--- src/rtl/lc3_memory_interface.sv ---
// LC-3 memory/IO stage: sequences SRAM and device-register accesses for the
// microsequencer and hosts the KBSR/KBDR/DSR/DDR/MCR registers.
module lc3_memory_interface #(
   parameter int WAIT_STATES = 2,
   parameter int DEV_WAIT    = 1
) (
   input  logic        clk,
   input  logic        rst,
   input  logic        mio_en,
   input  logic        r_w,
   input  logic [15:0] mar,
   input  logic [15:0] mdr_in,
   output logic        ready,
   output logic [15:0] mem_data,
   output logic [15:0] sram_addr,
   output logic        sram_we,
   output logic [15:0] sram_wdata,
   input  logic [15:0] sram_rdata,
   input  logic        kb_valid,
   input  logic [7:0]  kb_data,
   output logic        kb_ready,
   output logic        disp_valid,
   output logic [7:0]  disp_data,
   input  logic        disp_ack,
   output logic        halt
);

   typedef enum logic [1:0] {IDLE, BUSY, DONE} state_t;

   localparam logic [15:0] DEV_BASE  = 16'hFE00;
   localparam logic [15:0] ADDR_KBSR = 16'hFE00;
   localparam logic [15:0] ADDR_KBDR = 16'hFE02;
   localparam logic [15:0] ADDR_DSR  = 16'hFE04;
   localparam logic [15:0] ADDR_DDR  = 16'hFE06;
   localparam logic [15:0] ADDR_MCR  = 16'hFFFE;
   // Counter is preloaded with N-1 so that exactly N cycles are spent in BUSY.
   localparam logic [3:0]  SRAM_LOAD = 4'(WAIT_STATES - 1);
   localparam logic [3:0]  DEV_LOAD  = 4'(DEV_WAIT - 1);

   state_t      state_reg, state_next;
   logic [15:0] addr_reg;
   logic [15:0] wdata_reg;
   logic        rw_reg;
   logic [3:0]  cnt_reg;
   logic [15:0] mem_data_reg;
   logic        kbsr_reg;
   logic [7:0]  kbdr_reg;
   logic        dsr_reg;
   logic        disp_valid_reg;
   logic [7:0]  disp_data_reg;
   logic [15:0] mcr_reg;

   logic        is_dev;
   logic        last_busy;
   logic        done_rd;
   logic        done_wr;
   logic [15:0] dev_rdata;

   assign is_dev    = (addr_reg >= DEV_BASE);
   assign last_busy = (state_reg == BUSY) && (cnt_reg == 4'd0);
   assign done_rd   = (state_reg == DONE) && !rw_reg;
   assign done_wr   = (state_reg == DONE) && rw_reg;

   always_comb begin
      state_next = state_reg;
      case (state_reg)
         IDLE:    if (mio_en) state_next = BUSY;
         BUSY:    if (cnt_reg == 4'd0) state_next = DONE;
         DONE:    state_next = IDLE;
         default: state_next = IDLE;
      endcase
   end

   always_comb begin
      dev_rdata = 16'h0000;
      case (addr_reg)
         ADDR_KBSR: dev_rdata = {kbsr_reg, 15'b0};
         ADDR_KBDR: dev_rdata = {8'h00, kbdr_reg};
         ADDR_DSR:  dev_rdata = {dsr_reg, 15'b0};
         ADDR_MCR:  dev_rdata = mcr_reg;
         default:   dev_rdata = 16'h0000;
      endcase
   end

   always_ff @(posedge clk) begin
      if (!rst) begin
         state_reg <= IDLE;
         addr_reg  <= 16'h0000;
         wdata_reg <= 16'h0000;
         rw_reg    <= 1'b0;
         cnt_reg   <= 4'd0;
      end else begin
         state_reg <= state_next;
         if (state_reg == IDLE && mio_en) begin
            addr_reg  <= mar;
            wdata_reg <= mdr_in;
            rw_reg    <= r_w;
            cnt_reg   <= (mar >= DEV_BASE) ? DEV_LOAD : SRAM_LOAD;
         end else if (state_reg == BUSY && cnt_reg != 4'd0) begin
            cnt_reg <= cnt_reg - 4'd1;
         end
      end
   end

   // SRAM data arrives one cycle after the address, so it is taken at the end of BUSY.
   always_ff @(posedge clk) begin
      if (!rst) begin
         mem_data_reg <= 16'h0000;
      end else if (last_busy && !rw_reg) begin
         mem_data_reg <= is_dev ? dev_rdata : sram_rdata;
      end
   end

   always_ff @(posedge clk) begin
      if (!rst) begin
         kbsr_reg       <= 1'b0;
         kbdr_reg       <= 8'h00;
         dsr_reg        <= 1'b1;
         disp_valid_reg <= 1'b0;
         disp_data_reg  <= 8'h00;
         mcr_reg        <= 16'h8000;
      end else begin
         if (kb_valid && !kbsr_reg) begin
            kbdr_reg <= kb_data;
            kbsr_reg <= 1'b1;
         end
         if (done_rd && addr_reg == ADDR_KBDR) begin
            kbsr_reg <= 1'b0;
         end
         if (disp_valid_reg && disp_ack) begin
            disp_valid_reg <= 1'b0;
            dsr_reg        <= 1'b1;
         end
         // A DDR write while the display is still busy is silently dropped.
         if (done_wr && addr_reg == ADDR_DDR && dsr_reg) begin
            disp_data_reg  <= wdata_reg[7:0];
            disp_valid_reg <= 1'b1;
            dsr_reg        <= 1'b0;
         end
         if (done_wr && addr_reg == ADDR_MCR) begin
            mcr_reg <= wdata_reg;
         end
      end
   end

   assign ready      = (state_reg == DONE);
   assign sram_we    = done_wr && !is_dev;
   assign sram_addr  = addr_reg;
   assign sram_wdata = wdata_reg;
   assign mem_data   = mem_data_reg;
   assign kb_ready   = ~kbsr_reg;
   assign disp_valid = disp_valid_reg;
   assign disp_data  = disp_data_reg;
   assign halt       = ~mcr_reg[15];

endmodule
--- config.mk ---
export PLATFORM = sky130hd
export DESIGN_NAME = lc3_memory_interface
export DESIGN_NICKNAME = d
export VERILOG_FILES = /design/src/rtl/lc3_memory_interface.sv
export SDC_FILE = /design/constraint.sdc
export NUM_CORES = 1
export LEC_CHECK = 0
export CELL_PAD_IN_SITES_DETAIL_PLACEMENT = 2
export CELL_PAD_IN_SITES_GLOBAL_PLACEMENT = 2
export CORE_ASPECT_RATIO = 1.4
export CORE_UTILIZATION = 26
export CTS_BUF_LIST = sky130_fd_sc_hd__clkbuf_8
export DETAILED_ROUTE_END_ITERATION = 16
export HOLD_SLACK_MARGIN = 0.1
export PLACE_DENSITY = 0.86
export SKIP_LAST_GASP = 1
export SYNTH_ARGS = -nofsm -noshare
export SYNTH_HDL_FRONTEND = slang
export SYNTH_SLANG_ARGS = --single-unit
--- constraint.sdc ---
create_clock -name clk -period 2.85 [get_ports clk]
set_clock_uncertainty 0.2 [all_clocks]
set_input_delay 0.4275 -clock clk [delete_from_list [all_inputs] [get_ports clk]]
set_output_delay 0.4275 -clock clk [all_outputs]
set_load 0.005 [all_outputs]
== Word-level counts from Yosys, hierarchy flattened ==
Cells that the tools add are included.
Operators by class
  bitwise gates (word level): 3
  div/mod/pow operators: 0
  order comparisons: 2
  mux-type cells: 12
  shifts and indexed selects: 0
  multiply operators: 0
  eq/ne operators: 9
  $add $sub $neg: 1
  reductions and logical operators: 23
Operator list (count)
  $eq A16 B16 Y1 const B: 5
  $pmux W16 S4: 1
  $ge A16 B16 Y1 const B: 2
  $mux W16: 1
  $logic_and A1 B1 Y1: 13
  $mux W4: 2
  $mux W1: 5
  $logic_not A4 Y1: 1
  $mux W2: 2
  $pmux W2 S2: 1
  $reduce_bool A2 Y1: 2
  $reduce_bool A4 Y1: 1
  $sub A4 B1 Y4 const B: 1
  $logic_not A1 Y1: 3
  $not A1 Y1: 3
  $eq A2 B1 Y1 const B: 1
  $eq A2 B2 Y1 const B: 1
  $logic_not A2 Y1: 1
  $ne A2 B1 Y1 const B: 1
  $ne A2 B2 Y1 const B: 1
  $reduce_and A2 Y1: 1
  $reduce_or A2 Y1: 1
Word-level totals
  RAM bits: 0
  bits of input ports: 62
  ROM bits: 0
  latch bits: 0
  memories: 0
  register bits after elaboration: 90
  output and inout bits: 61

== Longest topological paths before layout ==
Gate-level depths: netlist of the first run.
  depth after elaboration: 5
  gate-level depth with buffers: 8

== Least setup slack after synthesis of the first run ==
OpenSTA, ideal clock, no wires.
  kind: reg2reg
  start: reg cnt_reg[0]
  end: reg mem_data_reg[5] (netlist: mem_data[5])
  library setup time: 0.124 ns
  data required time: 2.526 ns
  stages on the path, launching flop included: 9
  arrival time: 1.659 ns
  path buffers: 2
  clock period less this slack: 1.983 ns
  slack: 0.867 ns
  path through: dfxtp_1 > inv_1 > ha_1 > or3b_4 > or3_1 > buf_2 > buf_6 > a21oi_1 > a31oi_1
On the way
  cells in the longest elaborated chain, start to end: 3
RTL lines
  start, declared: RTL line 44  | logic [3:0] cnt_reg;
  start signal, assigned: RTL line 98  | cnt_reg <= (mar >= DEV_BASE) ? DEV_LOAD : SRAM_LOAD;
  start signal, assigned: RTL line 100  | cnt_reg <= cnt_reg - 4'd1;
  $logic_not A4 Y1: RTL line 60  | assign last_busy = (state_reg == BUSY) && (cnt_reg == 4'd0);
  $logic_and A1 B1 Y1: RTL line 60
  $logic_and A1 B1 Y1: RTL line 109  | end else if (last_busy && !rw_reg) begin
  end signal, assigned: RTL line 110  | mem_data_reg <= is_dev ? dev_rdata : sram_rdata;
  end, declared: RTL line 45  | logic [15:0] mem_data_reg;
Every way passes these cells.
A chain may end at the register's enable or synchronous reset.

== Final worst setup path of the first run ==
  start: reg rw_reg
  end: out sram_we
On the way
  cells in the longest elaborated chain, start to end: 2
RTL lines
  start, declared: RTL line 43  | logic rw_reg;
  start signal, assigned: RTL line 97  | rw_reg <= r_w;
  $logic_and A1 B1 Y1: RTL line 62  | assign done_wr = (state_reg == DONE) && rw_reg;
  $logic_and A1 B1 Y1: RTL line 147  | assign sram_we = done_wr && !is_dev;
  end, declared: RTL line 16  | output logic sram_we,
Every way passes these cells.

==> metrics, run 1 <==
reg-to-reg slack, setup around 560 ps; final hold vios 0; Die Y roughly 140 um; Final TNS setup 0 ps; final slew viol count 0; Routed WL 13.6 mm; RSZ-0062 raised after global routing no; grt total ovfl 0; Synth Register Bits 90; setup bufs post-CTS 0; Fill cells ~1,600; vias per cell a little under 5; Rel. slew slack 34.6%; fin crit period approximately 2500 ps; Max Root-Sink Buffers 2; Max Cap Viol 0; DRC 0; total number of vias 3,670; # rows about 50; CTS clock-pin slew for the worst setup and hold paths 90 ps; I/O pin count 123; PortBufs 122; Clock Tree Root clkbuf_8; CP Class flip-flop to output port; nets@finish 625; power density cells 530 nW/um^2; iteration-0 DRC count of the detailed router between 100 and 150; mux contribution to synthesized area under 10%; Net Count, Synth 512; Tcrit/Tclk final 88.6%; Die X a little over 100 um; Fin Hold WS 262 ps; Worst Max-Slew Pin Slew roughly 980 ps; Post-Synthesis Cells 449; first-pass GRT wire length 21.1 mm; CP max FO 5; synthesized area 3690 sq um; crit path cell chain nand3b_1 -> nor2_1 -> clkdlybuf4s50_1; Global Route Usage Sum 19.1%; initial antenna violation count 0; endpoints failing setup 0; count of different cell masters after synthesis 35; vias in the first global route a little over 4,000; Synth Warn # 0; commonest non-fill, non-tap cell in the layout clkdlybuf4s50_1; fmax just under 400 MHz; LEAKAGE 1.85 nW; largest family of logic cells by synthesized area simple AND/OR/NAND/NOR gates; final core utilization 38.3%; post-detail-place hpwl 10.2 mm; CP startpoint kind flip-flop; CP arrival 1900 ps; Final GP Congestion 0.796; layout cells sized above 1 6.35%; crit-path max cell delay 570 ps; top cell type's share of synthesized area approximately half; TritonCTS Sinks 90; clk_lat worst skew 370 ps; maximum vdd ir drop 188 uV; CTS Hold Bufs 0; Worst Path Required 2220 ps; mean post-synth cell area between 8 and 9 sq um; TritonCTS Buffers 9; CP Capture Type output port; core area 13,800 sq um; largest net degree at the start of global routing 54; post-CTS sizing 0; sequential area share after synthesis 48.9%; Pre-antenna DRT Iters 5; compound-gate portion of the synthesized area 15.3%; die area 14,700 sq um; CTS tree yes; drt wl/cell 18.0 um; Synth area leader dfxtp_1; number of diodes 0; simple-gate portion of the synthesized area 24.4%; Hold Crit Class flip-flop to flip-flop; ANT nets after route 0; most frequent cells in the layout clkdlybuf4s50_1 (121), nand2_1 (98), dfxtp_1 (90), a21oi_1 (65), nand3_1 (29); run status completed; top cells by area, synth dfxtp_1 (49%), nand2_1 (10%), a21oi_1 (8.8%); H-tree depth 3; adder and majority cell fraction of the synthesized area 0.339%; Slowest-stage cell, CP clkdlybuf4s50_1; Starting Density 26.6%; Synth Area in XOR/XNOR 0.713%; Area Overhead vs Synth 43.7%
worst max-delay path: cells and delay by family, from the launching register on:
family / cells / cell delay, ps
AND/OR/NAND/NOR: 2 / 510
flip-flops: 1 / 450
buffers and inverters: 1 / 570
cells by family (layout without fill, tap and decap cells):
logic type,count (synthesis),after routing
flip-flops,90,90
AO/OA/AOI/OAI,106,106
XOR/XNOR,3,3
buffers and inverters,36,154
multiplexers,23,23
AND/OR/NAND/NOR,190,190
adder cells (fa/ha/maj),1,1
power breakdown:
group | internal [mW] | switching (mW) | leakage (nW)
clock | 0.512 | 0.467 | 0.116
sequential | 1.33 | 0.0638 | 0.734
combinational | 0.237 | 0.201 | 0.997
final cells by class:
class / instances / area (sq um) / share of cell area (%)
flip-flops and latches: 90 / 1800 / 34.0
multi-input cells: 323 / 1730 / 32.7
repair buffers: 132 / 1290 / 24.4
well taps: 185 / 231 / 4.37
clock buffers: 10 / 138 / 2.60
clock inverters: 6 / 80.1 / 1.51
inverters: 6 / 22.5 / 0.425
synth_stat cells, drive strengths merged:
cell type and instances:
ha 1, or3b 1, mux2i 23, a311o 1, or3 2, and3 2
a221oi 1, o21a 1, xnor2 1, nor4b 1, and2 3, nand2b 2
buf 7, dfxtp 90, nor2 20, a21oi 65, nor3 9, o21ai 26
a211oi 2, xor2 2, and4 2, nand4 13, a31oi 10, inv 6
clkbuf 23, nand2 99, nand3b 2, nand3 29, nor2b 5
routing by layer:
layer	wire (um)	global-route usage, %
met4	370	9.40
met2	7340	35.9
met5	0	0
met1	5560	21.0
met3	307	1.32
final timing paths:
kind	from	endpoint	depth (start not counted)
worst max-delay path	rw_reg	sram_we	3
worst min-delay path	mcr_reg[1]	mcr_reg[1]	2
worst max register to register	cnt_reg[0]	mem_data[15]	6
worst min register to register	mcr_reg[1]	mcr_reg[1]	2
per-stage QoR:
stage	cells	area, sq um	setup WS, ps	total power [mW]
final	752	5300	325	2.81
after global placement	736	5080	691	1.83
after detailed placement	736	5080	603	1.86
after floorplan	449	3690	867	1.58
after CTS	752	5300	307	2.83
after global routing	752	5300	195	2.91
(Power assumes the default switching activity.)
==> inputs of run 2 (changes only) <==
Settings changed: HOLD_SLACK_MARGIN 0.1 to not set.
==> results of run 2 <==
Same layout as run 1: the final DEF is identical, and so are final timing and power.
